`src/rtl/tlb_op_ctrl_pkg.sv`:
```
// Shared encodings for the TLB-maintenance sequencer: state codes, op codes and
// per-op CSR write-enable masks.
package tlb_op_ctrl_pkg;

    localparam int unsigned TLB_CODE_BIT = 3;

    localparam logic [TLB_CODE_BIT-1:0] LSOC1K_TLB_TLBP   = 3'd1;
    localparam logic [TLB_CODE_BIT-1:0] LSOC1K_TLB_TLBR   = 3'd2;
    localparam logic [TLB_CODE_BIT-1:0] LSOC1K_TLB_TLBWI  = 3'd3;
    localparam logic [TLB_CODE_BIT-1:0] LSOC1K_TLB_TLBWR  = 3'd4;
    localparam logic [TLB_CODE_BIT-1:0] LSOC1K_TLB_INVTLB = 3'd5;

    typedef enum logic [1:0] {
        TOC_IDLE,
        TOC_REQ,
        TOC_WAIT,
        TOC_WB
    } toc_state_e;

    // Mask bit order: {asid, entrylo1, entrylo0, entryhi, index}
    localparam logic [4:0] WE_MASK_NONE = 5'b00000;
    localparam logic [4:0] WE_MASK_TLBP = 5'b00001;
    localparam logic [4:0] WE_MASK_TLBR = 5'b11111;

    function automatic logic [4:0] op_we_mask(input logic [TLB_CODE_BIT-1:0] op);
        case (op)
            LSOC1K_TLB_TLBP: return WE_MASK_TLBP;
            LSOC1K_TLB_TLBR: return WE_MASK_TLBR;
            default:         return WE_MASK_NONE;
        endcase
    endfunction

endpackage

```
`src/rtl/tlb_op_ctrl.sv`:
```
// Sequences one TLB-maintenance op through the tlb_wrapper handshake, stalls EX
// while busy, writes back CSR results and times out hung requests.
module tlb_op_ctrl
    import tlb_op_ctrl_pkg::*;
#(
    parameter int unsigned GRLEN   = 32,
    parameter int unsigned OPBITS  = TLB_CODE_BIT,
    parameter int unsigned TO_BITS = 6
) (
    input  logic              clk,
    input  logic              resetn,
    input  logic              ex_valid,
    input  logic [OPBITS-1:0] ex_tlb_op,
    input  logic [4:0]        ex_inv_op,
    input  logic [9:0]        ex_inv_asid,
    input  logic [31:0]       ex_inv_vaddr,
    input  logic              ex_flush,
    output logic              ex_stall,
    output logic              ex_done,
    output logic              tlb_req,
    output logic [OPBITS-1:0] tlb_op,
    output logic [4:0]        c_op,
    output logic [GRLEN-1:0]  inv_asid,
    output logic [31:0]       invtlb_vaddr,
    input  logic              tlb_recv,
    input  logic              tlb_finish,
    input  logic [GRLEN-1:0]  res_index,
    input  logic [GRLEN-1:0]  res_entryhi,
    input  logic [GRLEN-1:0]  res_entrylo0,
    input  logic [GRLEN-1:0]  res_entrylo1,
    input  logic [GRLEN-1:0]  res_asid,
    output logic [GRLEN-1:0]  csr_wdata_index,
    output logic [GRLEN-1:0]  csr_wdata_entryhi,
    output logic [GRLEN-1:0]  csr_wdata_entrylo0,
    output logic [GRLEN-1:0]  csr_wdata_entrylo1,
    output logic [GRLEN-1:0]  csr_wdata_asid,
    output logic              csr_we_index,
    output logic              csr_we_entryhi,
    output logic              csr_we_entrylo0,
    output logic              csr_we_entrylo1,
    output logic              csr_we_asid,
    output logic              tlb_timeout
);

    toc_state_e          state_q, state_d;
    logic [OPBITS-1:0]   op_q;
    logic [4:0]          c_op_q;
    logic [9:0]          asid_q;
    logic [31:0]         vaddr_q;
    logic [TO_BITS-1:0]  wd_q;
    logic                latch, capture, wb;
    logic [4:0]          we_mask;

    always_comb begin
        state_d     = state_q;
        latch       = 1'b0;
        capture     = 1'b0;
        wb          = 1'b0;
        tlb_req     = 1'b0;
        tlb_timeout = 1'b0;
        ex_done     = 1'b0;
        unique case (state_q)
            TOC_IDLE: begin
                if (ex_valid && !ex_flush) begin
                    latch   = 1'b1;
                    state_d = TOC_REQ;
                end
            end
            TOC_REQ: begin
                tlb_req = 1'b1;
                // Acceptance wins over a same-cycle kill: the wrapper owns the op now.
                if (tlb_recv) begin
                    state_d = TOC_WAIT;
                end else if (ex_flush) begin
                    state_d = TOC_IDLE;
                end
            end
            TOC_WAIT: begin
                if (tlb_finish) begin
                    capture = 1'b1;
                    state_d = TOC_WB;
                end else if (&wd_q) begin
                    tlb_timeout = 1'b1;
                    ex_done     = 1'b1;
                    state_d     = TOC_IDLE;
                end
            end
            TOC_WB: begin
                wb      = 1'b1;
                ex_done = 1'b1;
                state_d = TOC_IDLE;
            end
            default: state_d = TOC_IDLE;
        endcase
    end

    always_ff @(posedge clk or negedge resetn) begin
        if (!resetn) begin
            state_q            <= TOC_IDLE;
            op_q               <= '0;
            c_op_q             <= '0;
            asid_q             <= '0;
            vaddr_q            <= '0;
            wd_q               <= '0;
            csr_wdata_index    <= '0;
            csr_wdata_entryhi  <= '0;
            csr_wdata_entrylo0 <= '0;
            csr_wdata_entrylo1 <= '0;
            csr_wdata_asid     <= '0;
        end else begin
            state_q <= state_d;
            if (latch) begin
                op_q    <= ex_tlb_op;
                c_op_q  <= ex_inv_op;
                asid_q  <= ex_inv_asid;
                vaddr_q <= ex_inv_vaddr;
            end
            if (state_q == TOC_REQ) begin
                wd_q <= '0;
            end else if (state_q == TOC_WAIT) begin
                wd_q <= wd_q + TO_BITS'(1);
            end
            if (capture) begin
                csr_wdata_index    <= res_index;
                csr_wdata_entryhi  <= res_entryhi;
                csr_wdata_entrylo0 <= res_entrylo0;
                csr_wdata_entrylo1 <= res_entrylo1;
                csr_wdata_asid     <= res_asid;
            end
        end
    end

    assign we_mask         = op_we_mask(TLB_CODE_BIT'(op_q));
    assign csr_we_index    = wb & we_mask[0];
    assign csr_we_entryhi  = wb & we_mask[1];
    assign csr_we_entrylo0 = wb & we_mask[2];
    assign csr_we_entrylo1 = wb & we_mask[3];
    assign csr_we_asid     = wb & we_mask[4];

    assign tlb_op       = op_q;
    assign c_op         = c_op_q;
    assign inv_asid     = {{(GRLEN-10){1'b0}}, asid_q};
    assign invtlb_vaddr = vaddr_q;
    assign ex_stall     = ex_valid & ~ex_done;

endmodule

```
`config.mk`:
```
export PLATFORM = sky130hd
export DESIGN_NAME = tlb_op_ctrl
export DESIGN_NICKNAME = d
export VERILOG_FILES = /design/src/rtl/tlb_op_ctrl_pkg.sv /design/src/rtl/tlb_op_ctrl.sv
export SDC_FILE = /design/constraint.sdc
export NUM_CORES = 1
export LEC_CHECK = 0
export ABC_AREA = 1
export CORE_AREA = 8 8 170 172
export DETAILED_ROUTE_END_ITERATION = 6
export DIE_AREA = 0 0 178 180
export PLACE_DENSITY_LB_ADDON = 0.3
export SLEW_MARGIN = 20
export SYNTH_ARGS = -nofsm -noshare
export SYNTH_HDL_FRONTEND = slang
export SYNTH_SLANG_ARGS = --single-unit
export TNS_END_PERCENT = 5
```
`constraint.sdc`:
```
create_clock -name clk -period 1.8 [get_ports clk]
set_input_delay 0.54 -clock clk [delete_from_list [all_inputs] [get_ports clk]]
set_output_delay 0.54 -clock clk [all_outputs]
set_load 0.05 [all_outputs]
```
==> results of run 1 <==
per-stage QoR:
stage | setup slack, ns | hold slack, ns | utilization, %
5_1_grt | -0.584 | 0.507 | 55.5
6_report | -0.460 | 0.486 | 55.5
2_1_floorplan | -0.0854 | 0.244 | -
3_3_place_gp | -0.586 | 0.470 | 52.2
4_1_cts | -0.506 | 0.490 | 55.5
3_5_place_dp | -0.588 | 0.475 | 52.2
Yosys cell counts, drive strengths merged:
cell type / instances / area, µm²
a21oi: 8 / 40.0
nand4: 1 / 6.26
nor2: 11 / 41.3
inv: 65 / 244
o21bai: 1 / 7.51
clkbuf: 10 / 37.5
conb: 1 / 3.75
nand2: 72 / 273
dfrtp: 218 / 5460
ha: 6 / 75.1
o21ai: 51 / 255
mux2: 160 / 1800
nand3: 8 / 40.0
buf: 43 / 334
and3: 1 / 6.26
report_power, final:
| part | total (mW) | leakage, nW | switching [mW] | internal (mW) |
|---|---|---|---|---|
| combinational | 18.1 | 3.94 | 11.3 | 6.74 |
| sequential | 8.78 | 2.68 | 1.51 | 7.27 |
| clock | 4.98 | 0.401 | 1.99 | 3.00 |
| total | 31.8 | 7.02 | 14.8 | 17.0 |
registers in the layout, summed over array words and instances, names as in the netlist:
register,flops
wd_q,6
state_q,2
tlb_op,3
csr_wdata_asid,32
asid_q,10
invtlb_vaddr,32
csr_wdata_entryhi,32
c_op,5
csr_wdata_entrylo1,32
csr_wdata_index,32
csr_wdata_entrylo0,32
kinds of logic after synthesis:
family	after synthesis	synth area share (%)
flops	218	63.3
mux	160	20.9
buf+inv	118	7.14
simple gates	93	4.25
compound gates	60	3.51
fa+ha+maj	6	0.871
other cells	1	0.0435
worst min-delay path by stage:
stage / start / to / slack [ns] / cells after the start
5_1_grt: asid_q[0] / asid_q[0] / 0.51 / 2
6_report: c_op[3] / c_op[3] / 0.49 / 2
3_3_place_gp: invtlb_vaddr[18] / invtlb_vaddr[18] / 0.47 / 2
3_5_place_dp: c_op[3] / c_op[3] / 0.48 / 2
2_1_floorplan: resetn / asid_q[0] / 0.24 / 0
4_1_cts: c_op[3] / c_op[3] / 0.49 / 2
routing by layer:
layer  GRT usage [%]  vias up  part of all wire (%)
met5               0        -                     0
li1                -     3036                     -
met1            16.4     3017                    34
met3            6.64       35                    12
met2            28.8      290                    51
met4            3.94        0                   2.0
tightest hold or removal path: stages, from the launching register on:
cell	delay (ns)
dfrtp_1	0.34
nand2_1	0.05
o21ai_0	0.06
area by class of cell:
cell class / count / area (µm²) / share of cell area (%)
clock buffer: 32 / 692 / 4.73
multi-input combinational: 341 / 2690 / 18.4
clock inverter: 12 / 119 / 0.813
inverter: 65 / 244 / 1.67
tap: 341 / 427 / 2.92
timing repair buffer: 472 / 4990 / 34.1
sequential: 218 / 5460 / 37.3
timing repair:
action                                  4_1_cts  5_1_grt
setup buffers                                 2        0
hold buffers                                  1        0
endpoints found under the setup margin        9        9
hold endpoints to repair                     28        0
pin swaps                                     5        0
resized for setup                             9        0
==> reports/metrics.yaml, run 1 <==
r2r-start: "state_q[0]"
area_growth_pct: 69.6
critPathCaptureType: "primary output"
endpoint: "ex_stall"
r2r-end: "csr_wdata_entrylo1[9]"
max_stage_delay_ns: 0.38
post-route-period-util_pct: 126
drive_gt1_share_pct: 34.7
path_delay_family: "flip-flops"
critPathKind: "reg2out"
path_cells: "ha_2 > nand2_2 > inv_2 > nand4_1 > buf_6 > nand2_8 > nor2_4 > buf_12"
final_max_slew_viol_count: 0
grt_pass1_vias: 6945
io_pins: 457
yosysWarningCount: 0
syn_avg_cell_area_um2: 13.1
wl_um: 26200
clock-sinks: 218
ys_ff_latch: 218
critPathBufInv: 3
critical_path_arrival_ns: 1.72
critical_path.startpoint: "wd_q[1]"
final_area_mm2: 0.0146
setup_ws_ns: -0.460
crit_required_ns: 1.26
drv_cap: 0
setup_viol: 9
min-delay-path-class: "reg2reg"
grt_util_all_layers_pct: 15.8
die_area_mm2: 0.0320
yosysSeqAreaShare_pct: 63.3
outcome: "complete, but fails checks"
nFillCells: 2221
die_h_um: 180
violations: "setup timing"
cts_max_level: 1
gp_congestion: 0.766
regToRegSetupSlack_ns: 0.17
worst-path-stages: 8
critPathMaxFanout: 2
nets: 1345
max-vdd-ir-drop_mv: 1.39
p_per_area_mw_per_mm2: 2180
antenna_found_initial: 0
via_per_inst: 4.31
syn_inst: 656
drtIter0Drc: 230
clkSlewWorstSetupHoldPaths_ns: 0.06
placed_cell_area_mm2: 0.0138
clock_latency_ns: 0.51
start_kind: "flop"
cts_tree: "done"
finalSetupTns_ns: -3.37
mostFrequentLayoutCells: "dfrtp_1, clkdlybuf4s50_1, buf_4"
die_w_um: 178
r2r_cells: 6
drtAntennaViolNets: 0
initial_core_util_pct: 32.7
dp.cells: 1434
drcViolationCount: 0
cts_made_buffers: 25
rsz0062_at_grt: "yes"
clock_skew_ns: 0.0133
leakage_nw: 7.02
syn_area_mm2: 0.00862
final_common_cell: "dfrtp_1"
wl_per_cell_um: 17.7
place_hpwl_um: 21000
layoutNonFillerInstCount: 1481
finalPower_mw: 31.8
diodes: 0
clockRootBuffer: "clkbuf_16"
rows: 60
grt_pass1_wl_um: 40200
port_buffers: 434
worst_path_max_delay_cell: "dfrtp_1"
clockBufferDepth: 3
fmaxAchievable_mhz: 442
overflow: 0
hold_viol: 0
synth_cell_types: 19
grt_max_degree: 60
num_vias: 6378
min_period_ns: 2.26
coreArea_mm2: 0.0264
first_pass_iters: 4
(Power assumes the default switching activity.)
==> inputs of run 2 (changes only) <==
--- a/config.mk
+++ b/config.mk
@@ -6,9 +6,11 @@
 export NUM_CORES = 1
 export LEC_CHECK = 0
 export ABC_AREA = 1
-export CORE_AREA = 8 8 170 172
+export CELL_PAD_IN_SITES_DETAIL_PLACEMENT = 1
+export CELL_PAD_IN_SITES_GLOBAL_PLACEMENT = 2
+export CORE_MARGIN = 1.5
+export CORE_UTILIZATION = 24
 export DETAILED_ROUTE_END_ITERATION = 6
-export DIE_AREA = 0 0 178 180
 export PLACE_DENSITY_LB_ADDON = 0.3
 export SLEW_MARGIN = 20
 export SYNTH_ARGS = -nofsm -noshare
==> constraint.sdc (replaced) <==
create_clock -name clk -period 2.3 [get_ports clk]
set_input_delay 0.69 -clock clk [delete_from_list [all_inputs] [get_ports clk]]
set_output_delay 0.69 -clock clk [all_outputs]
set_load 0.05 [all_outputs]
==> run 2 against run 1 <==
The run still ends with setup timing left. Clock skew up 0.00079 ns. Core utilization decreased by 15 points. Count of clock-buffer cells in the layout up 10. Via count up 2.0%. Global-route usage decreased by 1.4 points. Wire length rose by 6.4%. Combinational power decreased by 30%. Final area shrank 1.5%. Sequential power shrank 24%. Die area rose by 16%. Highest routed layer unchanged.
==> reports/metrics.yaml, run 2 (synthesized netlist as in run 1, its figures left out) <==
setup_viol: 2  # -7
worst_pin_slew_ns: 0.565
min_period_ns: 2.41
initial_core_util_pct: 24.3  # -8.4 points
critical_path_arrival_ns: 1.72  # about the same
grt_pass1_wl_um: 41100  # +2.1%
die_h_um: 193  # +7.0%
violations: "setup timing"
drv_cap: 0  # unchanged
first_pass_iters: 4  # unchanged
antenna_found_initial: 0  # unchanged
diodes: 0  # unchanged
rsz0062_at_grt: "yes"
die_w_um: 193  # +8.2%
num_vias: 6507  # +2.0%
wl_um: 27900  # +6.4%
final_max_slew_viol_count: 0  # unchanged
clock_skew_ns: 0.0141  # +0.000789 ns
routed.top_layer: "met4"
clock_latency_ns: 0.55  # +0.04 ns
grt_max_degree: 55  # -8.3%
setup_ws_ns: -0.108  # +0.352 ns
power.internal_mw: 12.1  # -29%
cts_tree: "done"
finalPower_mw: 23.5  # -26%
cts_made_buffers: 27  # +8.0%
final_area_mm2: 0.0144  # -1.5%
critPathKind: "in2out"
post-route-period-util_pct: 105
p_sw_mw: 11.5  # -22%
fmaxAchievable_mhz: 415
cts_max_level: 1  # unchanged
clkPwrFrac_pct: 18.1  # +2.4 points
wl_met3_um: 3100  # -2.7%
final_common_cell: "dfrtp_1"
via_per_inst: 4.07  # -5.5%
min-delay-path-class: "in2async"
outcome: "complete, but fails checks"
regToRegSetupSlack_ns: 0.61  # +0.44 ns
placed_cell_area_mm2: 0.0136  # -1.2%
critPathCaptureType: "primary output"
seqPwrFrac_pct: 28.1  # +0.5 points
slew_headroom_pct: 62.5
area_growth_pct: 67.1
p_per_area_mw_per_mm2: 1630  # -25%
grt_util_all_layers_pct: 14.5  # -1.4 points
clkSlewWorstSetupHoldPaths_ns: 0.05  # about the same
comb_power_share_pct: 53.8  # -2.9 points
wl_met1_um: 10800  # +20%
io_pins: 457  # unchanged
crit_required_ns: 1.61  # +0.35 ns
critPathMaxFanout: 2  # unchanged
wl_per_cell_um: 17.5  # -1.4%
mostFrequentLayoutCells: "dfrtp_1, clkdlybuf4s50_1, dlygate4sd2_1"
drtAntennaViolNets: 0  # unchanged
drcViolationCount: 0  # unchanged
grt_pass1_vias: 6847  # -1.4%
place_hpwl_um: 21800  # +3.8%
leakage_nw: 7.00  # -0.21%
clockBufferDepth: 3  # unchanged
drive_gt1_share_pct: 20.1  # -15 points
gp_congestion: 0.762  # -0.48%
clock-sinks: 218  # unchanged
hold_viol: 0  # unchanged
clockRootBuffer: "clkbuf_16"
finalSetupTns_ns: -0.207  # +3.17 ns
rows: 69  # +15%
overflow: 0  # unchanged
detailedPlace.worstSlack_ns: -0.123  # +0.466 ns
port_buffers: 434  # unchanged
start_kind: "primary input"
nets: 1342  # -0.22%
switching_share_pct: 48.8  # +2.2 points
post-route-util_pct: 40.6  # -15 points
coreArea_mm2: 0.0355  # +35%
wl_met2_um: 13500  # +0.10%
hold_buffers: 0  # -1
die_area_mm2: 0.0371  # +16%
max-vdd-ir-drop_mv: 0.785  # -44%
drtIter0Drc: 122  # -47%
## run 2: cell count changes in the layout (fill, tap and decap cells not counted), moves of 2 or more
cell           before  now
buf_12             72   23
buf_4             183   70
clkbuf_1            3    8
clkbuf_16          25   27
clkbuf_8            5    7
clkinv_2            7    2
clkinvlp_4          2    0
dfrtp_1           215  218
dfrtp_2             3    0
dlygate4sd2_1       1  159
ha_4                0    2
## run 2: worst paths after layout
check	startpoint	cells past startpoint	end
max	tlb_finish	6	ex_stall
min	resetn	1	csr_wdata_entryhi[28]
max reg2reg	state_q[1]	5	invtlb_vaddr[25]
min reg2reg	invtlb_vaddr[27]	2	invtlb_vaddr[27]
max in group asynchronous	resetn	2	csr_wdata_index[19]
min in group clk	invtlb_vaddr[27]	2	invtlb_vaddr[27]
## run 2: metrics by stage
stage,std cells,hold WS [ns]
floorplan,677,0.394
global placement,1545,0.464
detailed placement,1545,0.476
CTS,1598,0.0817
global route,1599,0.0844
finish,1599,0.0712
## run 2: repair_timing
item | CTS | global route
pin swaps | 5 | 4
gates cloned | 0 | 0
gates resized for setup | 171 | 3
setup endpoints to repair | 168 | 8
buffers inserted | 6 | 1
## run 2: power by group through the flow
stage	logic (mW)	registers [mW]	clock network (mW)
floorplan	2.31	12.9	0
global placement	13.6	6.67	0
detailed placement	13.6	6.77	0
CTS	12.8	6.67	4.44
global route	13.3	6.91	4.57
finish	12.7	6.63	4.26
## run 2: critical path, cell delays in order
cell	delay, ns
clkdlybuf4s50_1	0.48
inv_1	0.05
nand4_1	0.11
nand2_1	0.09
nor2_2	0.14
buf_12	0.15
## run 2: routing by layer
| layer | track usage (%) | vias to the layer above |
|---|---|---|
| li1 | - | 3037 |
| met5 | 0 | - |
| met2 | 24.9 | 297 |
| met3 | 5.76 | 35 |
| met1 | 16.7 | 3138 |
| met4 | 3.46 | 0 |
## run 2: area by class of cell
class                   instances  area (µm²)
repair buffers                467        4540
well taps                     461         577
clock inverters                 5        90.1
fillers                      3853       21100
clock buffers                  42         802
flip-flops and latches        218        5460
multi-input cells             341        2700
inverters                      65         246
==> inputs of run 3 (changes only) <==
==> constraint.sdc (replaced) <==
create_clock -name clk -period 2.3 [get_ports clk]
set_input_delay 0.69 -clock clk [delete_from_list [all_inputs] [get_ports clk]]
set_output_delay 0.69 -clock clk [all_outputs]
set_load 0.01 [all_outputs]
==> run 3 against run 2 <==
The flow still finishes with violations (setup timing). Final cell count rose by 0.19%. Critical path depth rose by 2. Clock skew fell by 0.0046 ns. Setup slack improved by 0.057 ns. Combinational power fell by 37%. Register-to-register slack improved by 0.02 ns. Critical endpoint unchanged. Largest cell class unchanged.
==> reports/metrics.yaml, run 3 (synthesized netlist as in run 1, its figures left out) <==
outcome: "complete, but fails checks"
violations: "setup timing"
fmaxAchievable_mhz: 425  # +2.4%
clockRootBuffer: "clkbuf_16"
final_max_slew_viol_count: 0  # unchanged
num_vias: 6549  # +0.65%
place_hpwl_um: 21300  # -2.3%
critical_path_arrival_ns: 1.66  # -0.06 ns
wl_per_cell_um: 17.3  # -1.0%
die_h_um: 193  # unchanged
setup_ws_ns: -0.0516  # +0.0566 ns
grt_pass1_vias: 7089  # +3.5%
via_per_inst: 4.09  # +0.46%
placed_cell_area_mm2: 0.0136  # -0.13%
clock_latency_ns: 0.52  # -0.03 ns
die_w_um: 193  # unchanged
die_area_mm2: 0.0371  # unchanged
cts_made_buffers: 27  # unchanged
critical_path.startpoint: "wd_q[0]"
critPathKind: "reg2out"
drv_cap: 0  # unchanged
rows: 69  # unchanged
drtIter0Drc: 127  # +4.1%
clkSlewWorstSetupHoldPaths_ns: 0.06  # about the same
gp_congestion: 0.731  # -4.1%
hold_viol: 0  # unchanged
clock-sinks: 218  # unchanged
rsz0062_at_grt: "yes"
final_area_mm2: 0.0145  # +0.83%
post-route-util_pct: 40.9  # +0.34 points
post-route-period-util_pct: 102  # -2.5 points
drcViolationCount: 0  # unchanged
area_growth_pct: 68.5
port_buffers: 434  # unchanged
cts_tree: "done"
r2r-end: "wd_q[3]"
initial_core_util_pct: 24.3  # unchanged
io_pins: 457  # unchanged
seqPwrFrac_pct: 35.3  # +7.2 points
grt_pass1_wl_um: 41900  # +2.0%
grt_util_all_layers_pct: 14.6  # +0.12 points
p_per_area_mw_per_mm2: 1290  # -21%
regToRegSetupSlack_ns: 0.63  # +0.02 ns
finalSetupTns_ns: -0.0516  # +0.155 ns
mostFrequentLayoutCells: "clkdlybuf4s50_1, dfrtp_1, mux2_2"
p_sw_mw: 5.81  # -49%
min-delay-path-class: "in2async"
r2r_cells: 7  # +2
wl_um: 27700  # -0.82%
switching_share_pct: 30.9  # -18 points
setup_viol: 1  # -1
clock_skew_ns: 0.00953  # -0.00459 ns
drtAntennaViolNets: 0  # unchanged
clockBufferDepth: 3  # unchanged
critPathMaxFanout: 2  # unchanged
leakage_nw: 6.51  # -7.0%
grt_max_degree: 78  # +42%
comb_power_share_pct: 42.5  # -11 points
crit_required_ns: 1.61  # about the same
drive_gt1_share_pct: 15.8  # -4.3 points
finalPower_mw: 18.8  # -20%
power.internal_mw: 13.0  # +7.6%
coreArea_mm2: 0.0355  # unchanged
final_common_cell: "clkdlybuf4s50_1"
critPathCaptureType: "primary output"
max-vdd-ir-drop_mv: 0.638  # -19%
start_kind: "flop"
nets: 1342  # unchanged
r2r-start: "state_q[0]"
antenna_found_initial: 4  # +4
min_period_ns: 2.35  # -0.0566 ns
clkPwrFrac_pct: 22.1  # +4.0 points
cts_max_level: 1  # unchanged
overflow: 0  # unchanged
first_pass_iters: 4  # unchanged
[run 3: cell count changes in the layout (fill, tap and decap cells not counted), moves of 4 or more]
cell,before,now
buf_12,23,9
buf_2,0,5
buf_4,70,23
clkdlybuf4s50_1,214,422
diode_2,0,4
dlygate4sd2_1,159,1
[run 3: power groups by stage]
stage | clock network [mW] | logic, mW | registers (mW)
after floorplan | 0 | 2.17 | 7.48
after global routing | 4.48 | 8.68 | 6.92
after CTS | 4.33 | 8.12 | 6.68
after global placement | 0 | 7.98 | 6.62
after detailed placement | 0 | 8.06 | 6.73
final | 4.16 | 7.99 | 6.64
[run 3: worst max-delay path by stage]
stage                to  slack (ns)
2_1_floorplan  ex_stall        0.51
3_3_place_gp   ex_stall       -0.46
3_5_place_dp   ex_stall       -0.48
4_1_cts        ex_stall       -0.11
5_1_grt        ex_stall       -0.17
6_report       ex_stall       -0.05
[run 3: layout make-up]
| cell class | count | area (µm²) |
|---|---|---|
| tap | 461 | 577 |
| clock inverter | 8 | 95.1 |
| clock buffer | 38 | 767 |
| fill | 3839 | 21000 |
| antenna | 4 | 10.0 |
| timing repair buffer | 467 | 4680 |
| sequential | 218 | 5460 |
| multi-input combinational | 341 | 2690 |
| inverter | 65 | 246 |
[run 3: per-layer routing]
| metal | up-vias | track usage, % | wire length (µm) |
|---|---|---|---|
| li1 | 3038 | - | - |
| met1 | 3162 | 17.0 | 10800 |
| met2 | 313 | 23.9 | 13000 |
| met3 | 34 | 6.33 | 3240 |
| met4 | 2 | 5.07 | 625 |
| met5 | - | 0 | 13 |
[run 3: stage by stage]
step                cells  setup WS, ns  hold slack, ns
floorplan             677         0.511           0.394
detailed placement   1544        -0.479           0.476
global route         1601        -0.170          0.0808
CTS                  1595        -0.114          0.0728
finish               1602       -0.0516          0.0850
global placement     1544        -0.459           0.465
[run 3: what timing repair did]
item	4_1_cts	5_1_grt
setup endpoints to repair	9	10
pin swaps	2	4
hold buffers	0	0
setup buffers	5	3
resized for setup	37	16
hold endpoints to repair	0	0
cloned	0	0
[run 3: worst max-delay path: stages (launching register included)]
cell     delay [ns]
dfrtp_1        0.38
ha_2           0.20
nand2_2        0.07
inv_2          0.03
nand4_1        0.08
buf_4          0.12
nand2_2        0.04
nor2_1         0.09
buf_2          0.13
